`config.mk`:
```
export PLATFORM = sky130hd
export DESIGN_NAME = pad_array_valve_sequencer_flat
export DESIGN_NICKNAME = d
export VERILOG_FILES = /design/src/rtl/pad_array_valve_sequencer_pkg.sv /design/src/rtl/pad_array_valve_sequencer_if.sv /design/src/rtl/pad_array_valve_sequencer_phase_gen.sv /design/src/rtl/pad_array_valve_sequencer.sv /design/src/flat_wrapper.sv
export SDC_FILE = /design/constraint.sdc
export NUM_CORES = 1
export LEC_CHECK = 0
export ABC_AREA = 1
export CELL_PAD_IN_SITES_DETAIL_PLACEMENT = 1
export CELL_PAD_IN_SITES_GLOBAL_PLACEMENT = 2
export CORE_ASPECT_RATIO = 0.9
export CORE_MARGIN = 2
export CORE_UTILIZATION = 35
export CTS_CLUSTER_SIZE = 8
export DETAILED_ROUTE_END_ITERATION = 12
export GPL_TIMING_DRIVEN = 0
export PLACE_DENSITY_LB_ADDON = 0.3
export SLEW_MARGIN = 20
export SYNTH_ARGS = -nofsm -noshare
export SYNTH_HDL_FRONTEND = slang
export SYNTH_SLANG_ARGS = --single-unit
```
`constraint.sdc`:
```
create_clock -name clk -period 3.3 [get_ports clk]
set_input_delay 0.66 -clock clk [delete_from_list [all_inputs] [get_ports clk]]
set_output_delay 0.66 -clock clk [all_outputs]
set_load 0.01 [all_outputs]
```
`src/rtl/pad_array_valve_sequencer_pkg.sv`:
```
// Shared types for the pad-array valve sequencer: FSM states, the program step
// record and the chain-settle length helper.
package pad_seq_pkg;

    localparam int STEP_CTRL_W  = 13;
    localparam int STEP_DWELL_W = 16;

    typedef enum logic [2:0] {
        ST_IDLE   = 3'd0,
        ST_LOAD   = 3'd1,
        ST_SETTLE = 3'd2,
        ST_RUN    = 3'd3,
        ST_FLUSH  = 3'd4
    } state_e;

    typedef struct packed {
        logic [STEP_CTRL_W-1:0]  ctrl;
        logic                    pump_en;
        logic [STEP_DWELL_W-1:0] dwell;
    } step_t;

    // Every chained device adds the same settle delay after a pattern change.
    function automatic int settle_len(input int size, input int per_dev);
        return size * per_dev;
    endfunction

endpackage

```
`src/rtl/pad_array_valve_sequencer_if.sv`:
```
// Host-side program/control bus plus pad-hole drives of the valve sequencer.
// start and prog_we are single-cycle strobes, accepted only while busy is low;
// there is no ready signal, busy is the only back-pressure the host sees.
interface pad_seq_if
    import pad_seq_pkg::*;
#(
    parameter int CTRL_W      = STEP_CTRL_W,
    parameter int PUMP_PHASES = 3,
    parameter int STEP_DEPTH  = 8,
    parameter int DWELL_W     = STEP_DWELL_W
);
    localparam int IDX_W = $clog2(STEP_DEPTH);

    logic                   prog_we;
    logic [IDX_W-1:0]       prog_addr;
    logic [CTRL_W-1:0]      prog_ctrl;
    logic                   prog_pump_en;
    logic [DWELL_W-1:0]     prog_dwell;
    logic [IDX_W:0]         num_steps;
    logic [7:0]             pump_div;
    logic                   start;
    logic                   abort;

    logic [CTRL_W-1:0]      ctrl_a;
    logic [PUMP_PHASES-1:0] pump_a;
    logic [CTRL_W-1:0]      flush_ctrl_a;
    logic [PUMP_PHASES-1:0] flush_pump_a;
    logic                   busy;
    logic                   done;
    logic [IDX_W-1:0]       step_idx;
    state_e                 dbg_state;

    modport master (
        output prog_we, prog_addr, prog_ctrl, prog_pump_en, prog_dwell,
        output num_steps, pump_div, start, abort,
        input  ctrl_a, pump_a, flush_ctrl_a, flush_pump_a, busy, done, step_idx, dbg_state
    );

    modport slave (
        input  prog_we, prog_addr, prog_ctrl, prog_pump_en, prog_dwell,
        input  num_steps, pump_div, start, abort,
        output ctrl_a, pump_a, flush_ctrl_a, flush_pump_a, busy, done, step_idx, dbg_state
    );

endinterface

```
`src/rtl/pad_array_valve_sequencer_phase_gen.sv`:
```
// Peristaltic pump pattern: all phases pressurised except one open bit that
// walks LSB->MSB once every div+1 enabled cycles.
module peristaltic_phase_gen #(
    parameter int PHASES = 3
) (
    input  logic              clk,
    input  logic              rst_n,
    input  logic              en,
    input  logic              clear,
    input  logic [7:0]        div,
    output logic [PHASES-1:0] phase
);
    localparam logic [PHASES-1:0] PHASE_INIT = ~PHASES'(1);

    logic [7:0]        div_cnt_q, div_cnt_d;
    logic [PHASES-1:0] phase_q, phase_d;

    // The divider idles at zero whenever disabled, so each enable window starts fresh.
    always_comb begin
        div_cnt_d = div_cnt_q;
        phase_d   = phase_q;
        if (clear) begin
            div_cnt_d = '0;
            phase_d   = PHASE_INIT;
        end else if (!en) begin
            div_cnt_d = '0;
        end else if (div_cnt_q >= div) begin
            div_cnt_d = '0;
            phase_d   = {phase_q[PHASES-2:0], phase_q[PHASES-1]};
        end else begin
            div_cnt_d = div_cnt_q + 8'd1;
        end
    end

    always_ff @(posedge clk) begin
        if (!rst_n) begin
            div_cnt_q <= '0;
            phase_q   <= PHASE_INIT;
        end else begin
            div_cnt_q <= div_cnt_d;
            phase_q   <= phase_d;
        end
    end

    assign phase = phase_q;

endmodule

```
`src/rtl/pad_array_valve_sequencer.sv`:
```
// Step-program player for a serially chained pad array: loads a valve pattern,
// waits for the chain to settle, dwells with the pump rotating, then flushes.
module pad_array_valve_sequencer
    import pad_seq_pkg::*;
#(
    parameter int SIZE           = 7,
    parameter int SETTLE_PER_DEV = 4,
    parameter int CTRL_W         = STEP_CTRL_W,
    parameter int PUMP_PHASES    = 3,
    parameter int STEP_DEPTH     = 8,
    parameter int DWELL_W        = STEP_DWELL_W,
    parameter int FLUSH_CYCLES   = 64
) (
    input logic     clk,
    input logic     rst_n,
    pad_seq_if.slave bus
);
    localparam int IDX_W      = $clog2(STEP_DEPTH);
    localparam int NUM_W      = IDX_W + 1;
    localparam int SETTLE_LEN = settle_len(SIZE, SETTLE_PER_DEV);
    localparam int SETTLE_W   = $clog2(SETTLE_LEN + 1);
    localparam int FLUSH_W    = $clog2(FLUSH_CYCLES + 1);

    step_t mem_q [STEP_DEPTH];
    step_t cur;

    state_e                 state_q, state_d;
    logic [IDX_W-1:0]       step_idx_q, step_idx_d;
    logic [NUM_W-1:0]       num_q, num_d;
    logic [SETTLE_W-1:0]    settle_q, settle_d;
    logic [DWELL_W-1:0]     dwell_q, dwell_d;
    logic [FLUSH_W-1:0]     flush_q, flush_d;
    logic [CTRL_W-1:0]      ctrl_a_q, ctrl_a_d;
    logic [CTRL_W-1:0]      flush_ctrl_a_q, flush_ctrl_a_d;
    logic [PUMP_PHASES-1:0] flush_pump_a_q, flush_pump_a_d;
    logic                   done_q, done_d;
    logic [PUMP_PHASES-1:0] phase;
    logic                   active;
    logic                   start_ok;

    // The running program is frozen: writes land only while idle.
    always_ff @(posedge clk) begin
        if (bus.prog_we && state_q == ST_IDLE) begin
            mem_q[bus.prog_addr] <= '{ctrl: bus.prog_ctrl, pump_en: bus.prog_pump_en, dwell: bus.prog_dwell};
        end
    end

    assign cur      = mem_q[step_idx_q];
    assign active   = (state_q == ST_LOAD) || (state_q == ST_SETTLE) || (state_q == ST_RUN);
    assign start_ok = bus.start && (bus.num_steps != '0) && (bus.num_steps <= NUM_W'(STEP_DEPTH));

    always_comb begin
        state_d    = state_q;
        step_idx_d = step_idx_q;
        num_d      = num_q;
        settle_d   = settle_q;
        dwell_d    = dwell_q;
        flush_d    = flush_q;
        ctrl_a_d   = ctrl_a_q;
        done_d     = 1'b0;
        if (bus.abort && active) begin
            state_d  = ST_FLUSH;
            flush_d  = FLUSH_W'(FLUSH_CYCLES - 1);
            ctrl_a_d = '0;
        end else begin
            case (state_q)
                ST_IDLE: begin
                    if (start_ok) begin
                        num_d      = bus.num_steps;
                        step_idx_d = '0;
                        state_d    = ST_LOAD;
                    end
                end
                ST_LOAD: begin
                    ctrl_a_d = cur.ctrl;
                    settle_d = SETTLE_W'(SETTLE_LEN - 1);
                    state_d  = ST_SETTLE;
                end
                ST_SETTLE: begin
                    if (settle_q == '0) begin
                        // A zero dwell is stretched to one cycle.
                        dwell_d = (cur.dwell == '0) ? '0 : DWELL_W'(cur.dwell - 1'b1);
                        state_d = ST_RUN;
                    end else begin
                        settle_d = settle_q - 1'b1;
                    end
                end
                ST_RUN: begin
                    if (dwell_q != '0) begin
                        dwell_d = dwell_q - 1'b1;
                    end else if ({1'b0, step_idx_q} == num_q - 1'b1) begin
                        state_d  = ST_FLUSH;
                        flush_d  = FLUSH_W'(FLUSH_CYCLES - 1);
                        ctrl_a_d = '0;
                    end else begin
                        step_idx_d = step_idx_q + 1'b1;
                        state_d    = ST_LOAD;
                    end
                end
                ST_FLUSH: begin
                    if (flush_q == '0) begin
                        state_d    = ST_IDLE;
                        step_idx_d = '0;
                        done_d     = 1'b1;
                    end else begin
                        flush_d = flush_q - 1'b1;
                    end
                end
                default: begin
                    state_d  = ST_IDLE;
                    ctrl_a_d = '0;
                end
            endcase
        end
        flush_ctrl_a_d = (state_d == ST_FLUSH) ? '1 : '0;
        flush_pump_a_d = (state_d == ST_FLUSH) ? '1 : '0;
    end

    always_ff @(posedge clk) begin
        if (!rst_n) begin
            state_q        <= ST_IDLE;
            step_idx_q     <= '0;
            num_q          <= '0;
            settle_q       <= '0;
            dwell_q        <= '0;
            flush_q        <= '0;
            ctrl_a_q       <= '0;
            flush_ctrl_a_q <= '0;
            flush_pump_a_q <= '0;
            done_q         <= 1'b0;
        end else begin
            state_q        <= state_d;
            step_idx_q     <= step_idx_d;
            num_q          <= num_d;
            settle_q       <= settle_d;
            dwell_q        <= dwell_d;
            flush_q        <= flush_d;
            ctrl_a_q       <= ctrl_a_d;
            flush_ctrl_a_q <= flush_ctrl_a_d;
            flush_pump_a_q <= flush_pump_a_d;
            done_q         <= done_d;
        end
    end

    // The phase pointer rests at its initial pattern through FLUSH so every run starts alike.
    peristaltic_phase_gen #(
        .PHASES (PUMP_PHASES)
    ) u_phase_gen (
        .clk   (clk),
        .rst_n (rst_n),
        .en    ((state_q == ST_RUN) && cur.pump_en),
        .clear (state_q == ST_FLUSH),
        .div   (bus.pump_div),
        .phase (phase)
    );

    assign bus.ctrl_a       = ctrl_a_q;
    assign bus.pump_a       = active ? phase : '0;
    assign bus.flush_ctrl_a = flush_ctrl_a_q;
    assign bus.flush_pump_a = flush_pump_a_q;
    assign bus.busy         = (state_q != ST_IDLE);
    assign bus.done         = done_q;
    assign bus.step_idx     = step_idx_q;
    assign bus.dbg_state    = state_q;

endmodule

```
`src/flat_wrapper.sv`:
```
// flat-port wrapper written by rule: the top's interface ports become plain ports
module pad_array_valve_sequencer_flat import pad_seq_pkg::*;
#(
    parameter int SIZE           = 7,
    parameter int SETTLE_PER_DEV = 4,
    parameter int CTRL_W         = STEP_CTRL_W,
    parameter int PUMP_PHASES    = 3,
    parameter int STEP_DEPTH     = 8,
    parameter int DWELL_W        = STEP_DWELL_W,
    parameter int FLUSH_CYCLES   = 64
)
  (clk, rst_n, bus_prog_we, bus_prog_addr, bus_prog_ctrl, bus_prog_pump_en, bus_prog_dwell, bus_num_steps, bus_pump_div, bus_start, bus_abort, bus_ctrl_a, bus_pump_a, bus_flush_ctrl_a, bus_flush_pump_a, bus_busy, bus_done, bus_step_idx, bus_dbg_state);
  pad_seq_if #(.CTRL_W(CTRL_W), .PUMP_PHASES(PUMP_PHASES), .STEP_DEPTH(STEP_DEPTH), .DWELL_W(DWELL_W)) bus_i ();
  input logic clk;
  input logic rst_n;
  input wire logic [$bits(bus_i.prog_we)-1:0] bus_prog_we;
  input wire logic [$bits(bus_i.prog_addr)-1:0] bus_prog_addr;
  input wire logic [$bits(bus_i.prog_ctrl)-1:0] bus_prog_ctrl;
  input wire logic [$bits(bus_i.prog_pump_en)-1:0] bus_prog_pump_en;
  input wire logic [$bits(bus_i.prog_dwell)-1:0] bus_prog_dwell;
  input wire logic [$bits(bus_i.num_steps)-1:0] bus_num_steps;
  input wire logic [$bits(bus_i.pump_div)-1:0] bus_pump_div;
  input wire logic [$bits(bus_i.start)-1:0] bus_start;
  input wire logic [$bits(bus_i.abort)-1:0] bus_abort;
  output wire logic [$bits(bus_i.ctrl_a)-1:0] bus_ctrl_a;
  output wire logic [$bits(bus_i.pump_a)-1:0] bus_pump_a;
  output wire logic [$bits(bus_i.flush_ctrl_a)-1:0] bus_flush_ctrl_a;
  output wire logic [$bits(bus_i.flush_pump_a)-1:0] bus_flush_pump_a;
  output wire logic [$bits(bus_i.busy)-1:0] bus_busy;
  output wire logic [$bits(bus_i.done)-1:0] bus_done;
  output wire logic [$bits(bus_i.step_idx)-1:0] bus_step_idx;
  output wire logic [$bits(bus_i.dbg_state)-1:0] bus_dbg_state;
  assign bus_i.prog_we = bus_prog_we;
  assign bus_i.prog_addr = bus_prog_addr;
  assign bus_i.prog_ctrl = bus_prog_ctrl;
  assign bus_i.prog_pump_en = bus_prog_pump_en;
  assign bus_i.prog_dwell = bus_prog_dwell;
  assign bus_i.num_steps = bus_num_steps;
  assign bus_i.pump_div = bus_pump_div;
  assign bus_i.start = bus_start;
  assign bus_i.abort = bus_abort;
  assign bus_ctrl_a = bus_i.ctrl_a;
  assign bus_pump_a = bus_i.pump_a;
  assign bus_flush_ctrl_a = bus_i.flush_ctrl_a;
  assign bus_flush_pump_a = bus_i.flush_pump_a;
  assign bus_busy = bus_i.busy;
  assign bus_done = bus_i.done;
  assign bus_step_idx = bus_i.step_idx;
  assign bus_dbg_state = bus_i.dbg_state;
  pad_array_valve_sequencer #(.SIZE(SIZE), .SETTLE_PER_DEV(SETTLE_PER_DEV), .CTRL_W(CTRL_W), .PUMP_PHASES(PUMP_PHASES), .STEP_DEPTH(STEP_DEPTH), .DWELL_W(DWELL_W), .FLUSH_CYCLES(FLUSH_CYCLES)) u_core (.clk(clk), .rst_n(rst_n), .bus(bus_i));
endmodule
```
==> results of run 1 <==
## power by group
group | total (uW) | switching (uW) | internal [uW]
registers | 4510 | 123 | 4390
clock network | 4200 | 1690 | 2510
logic | 2480 | 1580 | 902
total | 11200 | 3390 | 7800
## area by class of cell
type | count | share of cell area
timing repair buffer | 102 | 0.0667
buffer | 73 | 0.0301
sequential | 307 | 0.495
inverter | 167 | 0.0367
tap | 532 | 0.0386
antenna | 2 | 0.000290
clock buffer | 68 | 0.0701
multi-input combinational | 878 | 0.259
clock inverter | 3 | 0.00341
## tightest hold or removal path, cell delays in order (launching register included)
cell and delay, ps:
dfxtp_1 300, nand2_1 60, a21oi_1 50
## kinds of logic (layout without fill, tap and decap cells)
| group | count (synthesis) | in the layout | share of synthesized area |
|---|---|---|---|
| adder cells (fa/ha/maj) | 17 | 17 | 0.0151 |
| other | 0 | 2 | 0 |
| XOR/XNOR | 21 | 21 | 0.0130 |
| buffers and inverters | 240 | 413 | 0.0818 |
| flip-flops | 307 | 307 | 0.606 |
| AO/OA/AOI/OAI | 213 | 213 | 0.0890 |
| AND/OR/NAND/NOR | 627 | 627 | 0.195 |
## per-stage QoR
| stage | cells | power, uW |
|---|---|---|
| 3_5_place_dp | 2059 | 7080 |
| 5_1_grt | 2132 | 11800 |
| 2_1_floorplan | 1425 | 6140 |
| 3_3_place_gp | 2046 | 6990 |
| 4_1_cts | 2130 | 11300 |
| 6_report | 2132 | 11200 |
## how the worst max path moves through the flow
| stage | endpoint | startpoint |
|---|---|---|
| after floorplan | u_core.mem_q[0][0] | bus_prog_addr[1] |
| after global placement | u_core.mem_q[7][11] | bus_prog_we |
| after detailed placement | u_core.mem_q[3][3] | bus_prog_we |
| after CTS | u_core.dwell_q[12] | flip-flop |
| after global routing | u_core.dwell_q[12] | flip-flop |
| final | u_core.dwell_q[12] | flip-flop |
## cell usage in the layout, fill, tap and decap left out, types with 8 or more instances in the layout
master / netlist / routed
buf_4: 25 / 25
ha_1: 17 / 17
xor2_1: 13 / 13
dfxtp_1: 67 / 67
nand3_2: 14 / 14
nand2_1: 293 / 293
buf_8: 2 / 8
o21ai_0: 91 / 91
a21oi_2: 9 / 9
a21oi_1: 56 / 56
edfxtp_1: 240 / 240
o221ai_1: 21 / 21
o21ai_1: 10 / 10
nor3_1: 11 / 9
clkdlybuf4s50_1: 0 / 89
xnor2_1: 8 / 8
clkbuf_1: 21 / 43
buf_2: 11 / 11
nor2_4: 4 / 10
clkbuf_16: 0 / 44
buf_6: 11 / 11
nand2_2: 16 / 16
nand3_1: 110 / 110
nor2_1: 153 / 147
inv_1: 162 / 162
## metal layers
| metal | vias up | share of wire | GRT usage |
|---|---|---|---|
| li1 | 5087 | - | - |
| met5 | - | 0.00029 | 0 |
| met2 | 187 | 0.47 | 0.332 |
| met1 | 5181 | 0.47 | 0.271 |
| met4 | 2 | 0.024 | 0.0616 |
| met3 | 64 | 0.037 | 0.0296 |
## registers in the layout, indices dropped and copies added (netlist names), named ones only
name / flops
u_core.bus.ctrl_a: 13
u_core.bus.dbg_state: 3
u_core.bus.done: 1
u_core.bus.flush_pump_a: 1
u_core.bus.step_idx: 3
u_core.dwell_q: 16
u_core.flush_q: 7
u_core.mem_q: 240
u_core.num_q: 4
u_core.settle_q: 5
u_core.u_phase_gen.div_cnt_q: 8
u_core.u_phase_gen.phase: 3
==> out/metrics.yaml, run 1 <==
layout:
  final_layout_size_suffix_gt1_frac: 0.120
  multiInputGateArea_sq_um: 4470
  finish.instance_area_sq_um: 17300
  n_fill_cell: 4398
  nets: 1640
  register_area_sq_um: 8550
  area_growth_pct: 22.4
  final_util: 0.436
drt:
  wl_mm: 41.5
  drt_iter0_drc: 546
  firstDrtPassIters: 5
  num_vias: 10521
  ant_nets: 0
  drc: 0
  wire_per_inst_um: 19.5
  avgViaCountPerCell: 4.93
synthesis:
  synthesis.area_sq_um: 14100
  ys_top_cells_by_count: "nand2_1, edfxtp_1, inv_1"
  synth.distinct_cells: 48
  synth_edf_count: 240
  yosysMostFrequentCell: "nand2_1"
  synth_cells: 1425
  synth_top_cell_area_share: 0.511
  synth_area_per_cell_sq_um: 9.90
  ys_ff_latch: 307
  synth_fp_nets: 1492
  yosys_warnings: 0
  ys_seq_area_frac: 0.606
  synth-async-reset-ratio: 0
  synth_area_leaders: "edfxtp_1, dfxtp_1, nand2_1, inv_1, nor2_1"
  ys.flop_type: "edfxtp_1"
  yosysTopAreaCell: "edfxtp_1"
critical_path:
  cp.arrival_ps: 3360
  crit_cells: 9
  critPathTopFamily: "buffers and inverters"
  slowest_delay_ps: 680
  slowest_stage: "clkbuf_1"
  worst-path-max-fanout: 10
  crit_required_ps: 3730
  crit_chain: "inv_1, buf_2, clkbuf_1, clkbuf_1, nand2_1, nand2_1, nand4_1, nand3_1, a21oi_1"
  crit_type: "reg -> reg"
  critPathCaptureType: "flip-flop"
  start_kind: "flip-flop"
  regToRegSetupSlack_ps: 360
  worst_r2r_path_depth: 9
  r2r-end: "u_core.dwell_q[12]"
  path_buf_inv: 4
power_and_ir_drop:
  total_leakage_power_uw: 0.00682
  vdd_ir_drop_max_mv: 0.433
  power_density_nw_per_um2: 648
cts:
  cts_max_level: 2
  root_buffer: "clkbuf_16"
  ctsLongestPathBuffers: 3
  holdBufCountCts: 0
  clkTransAtPathRegs_ps: 50
  cts_tree: "done"
  cts.sink_count: 307
  post_cts_resized: 0
  clk_latency_ps: 570
  numCtsBuffers: 44
  cts_setup_buffers: 0
sta:
  rsz0062_at_grt: "no"
  finalHoldViolCount: 0
  max_freq_mhz: 341
  finalMaxSlewViolations: 0
  setup_slack_ps: 365
  finalSetupTns_ps: 0
  tightest_slew_ps: 812
  hold-worst-slack_ps: 461
  relSlewSlack: 0.459
  clock_skew_ps: 33.3
  period_share: 0.889
  period_minus_slack_ps: 2940
  setup_viol_count_final: 0
floorplan:
  io_pins: 90
  die_w_um: 216
  die_h_um: 194
  dieArea_sq_um: 41900
  fp-row-count: 69
  core_region_area_sq_um: 39600
  start_util: 0.356
worst_hold_path:
  hold_end: "u_core.bus.ctrl_a[4]"
  hold_start: "u_core.bus.ctrl_a[4]"
  min-delay-path-class: "reg -> reg"
  hold_path_depth: 2
global_route:
  grt_pass1_wl_mm: 64.6
  track_usage: 0.200
  grt_pass1_vias: 11146
  gr-total-overflow: 0
  antenna_found_initial: 3
  grt_max_degree: 18
placement:
  dp_hpwl_mm: 28.2
  place_ws_ps: -58.6
  dpl_cell_area_sq_um: 16000
  gp_congestion: 0.795
  portBuffers: 89
outcome:
  status: "finished clean"
flow_run:
  cap_viol_max_count: 0
Power figures use the tool's default switching activity.
==> run 2, diff against run 1 <==
--- a/config.mk
+++ b/config.mk
@@ -8,7 +8,7 @@
 export ABC_AREA = 1
 export CELL_PAD_IN_SITES_DETAIL_PLACEMENT = 1
 export CELL_PAD_IN_SITES_GLOBAL_PLACEMENT = 2
-export CORE_ASPECT_RATIO = 0.9
+export CORE_ASPECT_RATIO = 0.5
 export CORE_MARGIN = 2
 export CORE_UTILIZATION = 35
 export CTS_CLUSTER_SIZE = 8
==> out/metrics.yaml, run 2 (synthesized netlist as in run 1, its figures left out) <==
outcome:
  status: "finished clean"  # unchanged
drt:
  wire_per_inst_um: 19.9  # was 19.5 um
  wl_mm: 42.5  # was 41.5 mm
  drt_iter0_drc: 697  # was 546
  ant_nets: 0  # unchanged
  avgViaCountPerCell: 4.99  # was 4.93
  drc: 0  # unchanged
  num_vias: 10662  # was 10.5k
  firstDrtPassIters: 4  # was 5
cts:
  holdBufCountCts: 0  # unchanged
  post_cts_resized: 0  # unchanged
  clk_latency_ps: 580  # was 570 ps
  clkTransAtPathRegs_ps: 60  # was 50 ps
  cts_setup_buffers: 0  # unchanged
  cts_tree: "done"  # unchanged
  cts_max_level: 2  # unchanged
  cts.sink_count: 307  # unchanged
  ctsLongestPathBuffers: 3  # unchanged
  numCtsBuffers: 44  # unchanged
  root_buffer: "clkbuf_16"  # unchanged
critical_path:
  crit_chain: "inv_1, buf_2, clkbuf_1, clkbuf_1, nand2_1, nand2_1, nand4_1, nand3_1, a21oi_1"  # unchanged
  slowest_delay_ps: 640  # was 680 ps
  slowest_stage: "clkbuf_1"  # unchanged
  crit_required_ps: 3720  # was 3730 ps
  critPathCaptureType: "flip-flop"  # unchanged
  start_kind: "flip-flop"  # unchanged
  worst-path-max-fanout: 10  # unchanged
  cp.arrival_ps: 3400  # was 3360 ps
  crit_type: "reg -> reg"  # unchanged
layout:
  regMostFlops: "u_core.mem_q"  # unchanged
  area_growth_pct: 22.6  # was 22.4%
  nets: 1639  # was 1,640
  largest_register_ffs: 240  # unchanged
  final_common_cell: "nand2_1"  # unchanged
  final_layout_size_suffix_gt1_frac: 0.118  # was 0.120
  n_fill_cell: 4461  # was 4,398
  register_area_sq_um: 8550  # unchanged
  mostFrequentLayoutCells: "nand2_1, edfxtp_1, inv_1, nor2_1, nand3_1"  # unchanged
  final_util: 0.440  # was 0.436
  multiInputGateArea_sq_um: 4470  # unchanged
floorplan:
  dieArea_sq_um: 42000  # was 41,900 sq um
  start_util: 0.359  # was 0.356
  io_pins: 90  # unchanged
  die_h_um: 146  # was 194 um
  core_region_area_sq_um: 39300  # was 39,600 sq um
  die_w_um: 288  # was 216 um
  fp-row-count: 51  # was 69
power_and_ir_drop:
  power.total_uw: 11400  # was 11,200 uW
  p_comb_frac: 0.221  # was 0.222
  p_int_uw: 7880  # was 7800 uW
  vdd_ir_drop_max_mv: 0.360  # was 0.433 mV
  power.switching_uw: 3470  # was 3390 uW
  clkPwrFrac: 0.381  # was 0.375
  power_density_nw_per_um2: 657  # was 648 nW/um^2
  pwr-share-seq: 0.398  # was 0.403
  total_leakage_power_uw: 0.00683  # was 0.00682 uW
  switching_share: 0.306  # was 0.303
sta:
  setup_viol_count_final: 0  # unchanged
  rsz0062_at_grt: "no"  # unchanged
  tightest_slew_ps: 854  # was 812 ps
  setup_slack_ps: 327  # was 365 ps
  period_share: 0.901  # was 0.889
  finalHoldViolCount: 0  # unchanged
  clock_skew_ps: 39.5  # was 33.3 ps
  period_minus_slack_ps: 2970  # was 2940 ps
  finalMaxSlewViolations: 0  # unchanged
  relSlewSlack: 0.431  # was 0.459
  max_freq_mhz: 336  # was 341 MHz
placement:
  dp_hpwl_mm: 29.1  # was 28.2 mm
  place_ws_ps: 336  # was -58.6 ps
  portBuffers: 89  # unchanged
  gp_congestion: 0.808  # was 0.795
global_route:
  antenna_found_initial: 1  # was 3
  grt_pass1_vias: 11409  # was 11.1k
  track_usage: 0.206  # was 0.200
  gr-total-overflow: 0  # unchanged
  grt_max_degree: 19  # was 18
  grt_pass1_wl_mm: 66.1  # was 64.6 mm
worst_hold_path:
  min-delay-path-class: "reg -> reg"  # unchanged
flow_run:
  cap_viol_max_count: 0  # unchanged
[run 2: cell count changes in the layout (fill, tap and decap cells not counted)]
cell,before,now
buf_12,5,4
buf_16,4,5
buf_8,8,7
bufinv_16,0,1
clkbuf_1,43,53
clkbuf_8,2,0
diode_2,2,1
[run 2: area by class of cell]
class	instances	area share
multi-input combinational	878	0.259
tap	530	0.0383
buffer	73	0.0300
sequential	307	0.494
clock buffer	76	0.0706
timing repair buffer	101	0.0661
clock inverter	4	0.00514
antenna	1	0.000145
inverter	167	0.0367
[run 2: path summary, 6_finish.rpt]
check | start | to | slack (ps) | depth (start not counted)
hold / removal | u_core.bus.ctrl_a[4] | u_core.bus.ctrl_a[4] | 460 | 2
setup reg to reg | flip-flop | u_core.dwell_q[12] | 330 | 9
setup / recovery | flip-flop | u_core.dwell_q[12] | 330 | 9
hold reg to reg | u_core.bus.ctrl_a[4] | u_core.bus.ctrl_a[4] | 460 | 2
[run 2: per-layer routing]
metal / GRT usage / wire length [um]
met2: 0.349 / 20200
met5: 0 / 0
met4: 0.0609 / 923
met1: 0.266 / 19400
met3: 0.0393 / 1980
[run 2: worst max-delay path, delay by kind of cell, from the launching register on]
| family | cells | cell delay (ps) |
|---|---|---|
| AO/OA/AOI/OAI | 1 | 90 |
| buffers and inverters | 4 | 1800 |
| flip-flops | 1 | 320 |
| AND/OR/NAND/NOR | 4 | 590 |
[run 2: power by group through the flow]
| stage | combinational [uW] | clock [uW] | sequential (uW) |
|---|---|---|---|
| 2_1_floorplan | 1560 | 0 | 4580 |
| 3_3_place_gp | 2390 | 0 | 4590 |
| 3_5_place_dp | 2510 | 0 | 4590 |
| 4_1_cts | 2530 | 4410 | 4520 |
| 5_1_grt | 2800 | 4580 | 4540 |
| 6_report | 2510 | 4330 | 4520 |
[run 2: through the flow]
stage	std cells	setup TNS [ps]	area, sq um	hold slack [ps]
6_report	2137	0	17300	459
3_3_place_gp	2044	-348090	15700	438
3_5_place_dp	2056	0	16000	458
5_1_grt	2137	0	17300	474
4_1_cts	2136	0	17300	464
2_1_floorplan	1425	0	14100	422
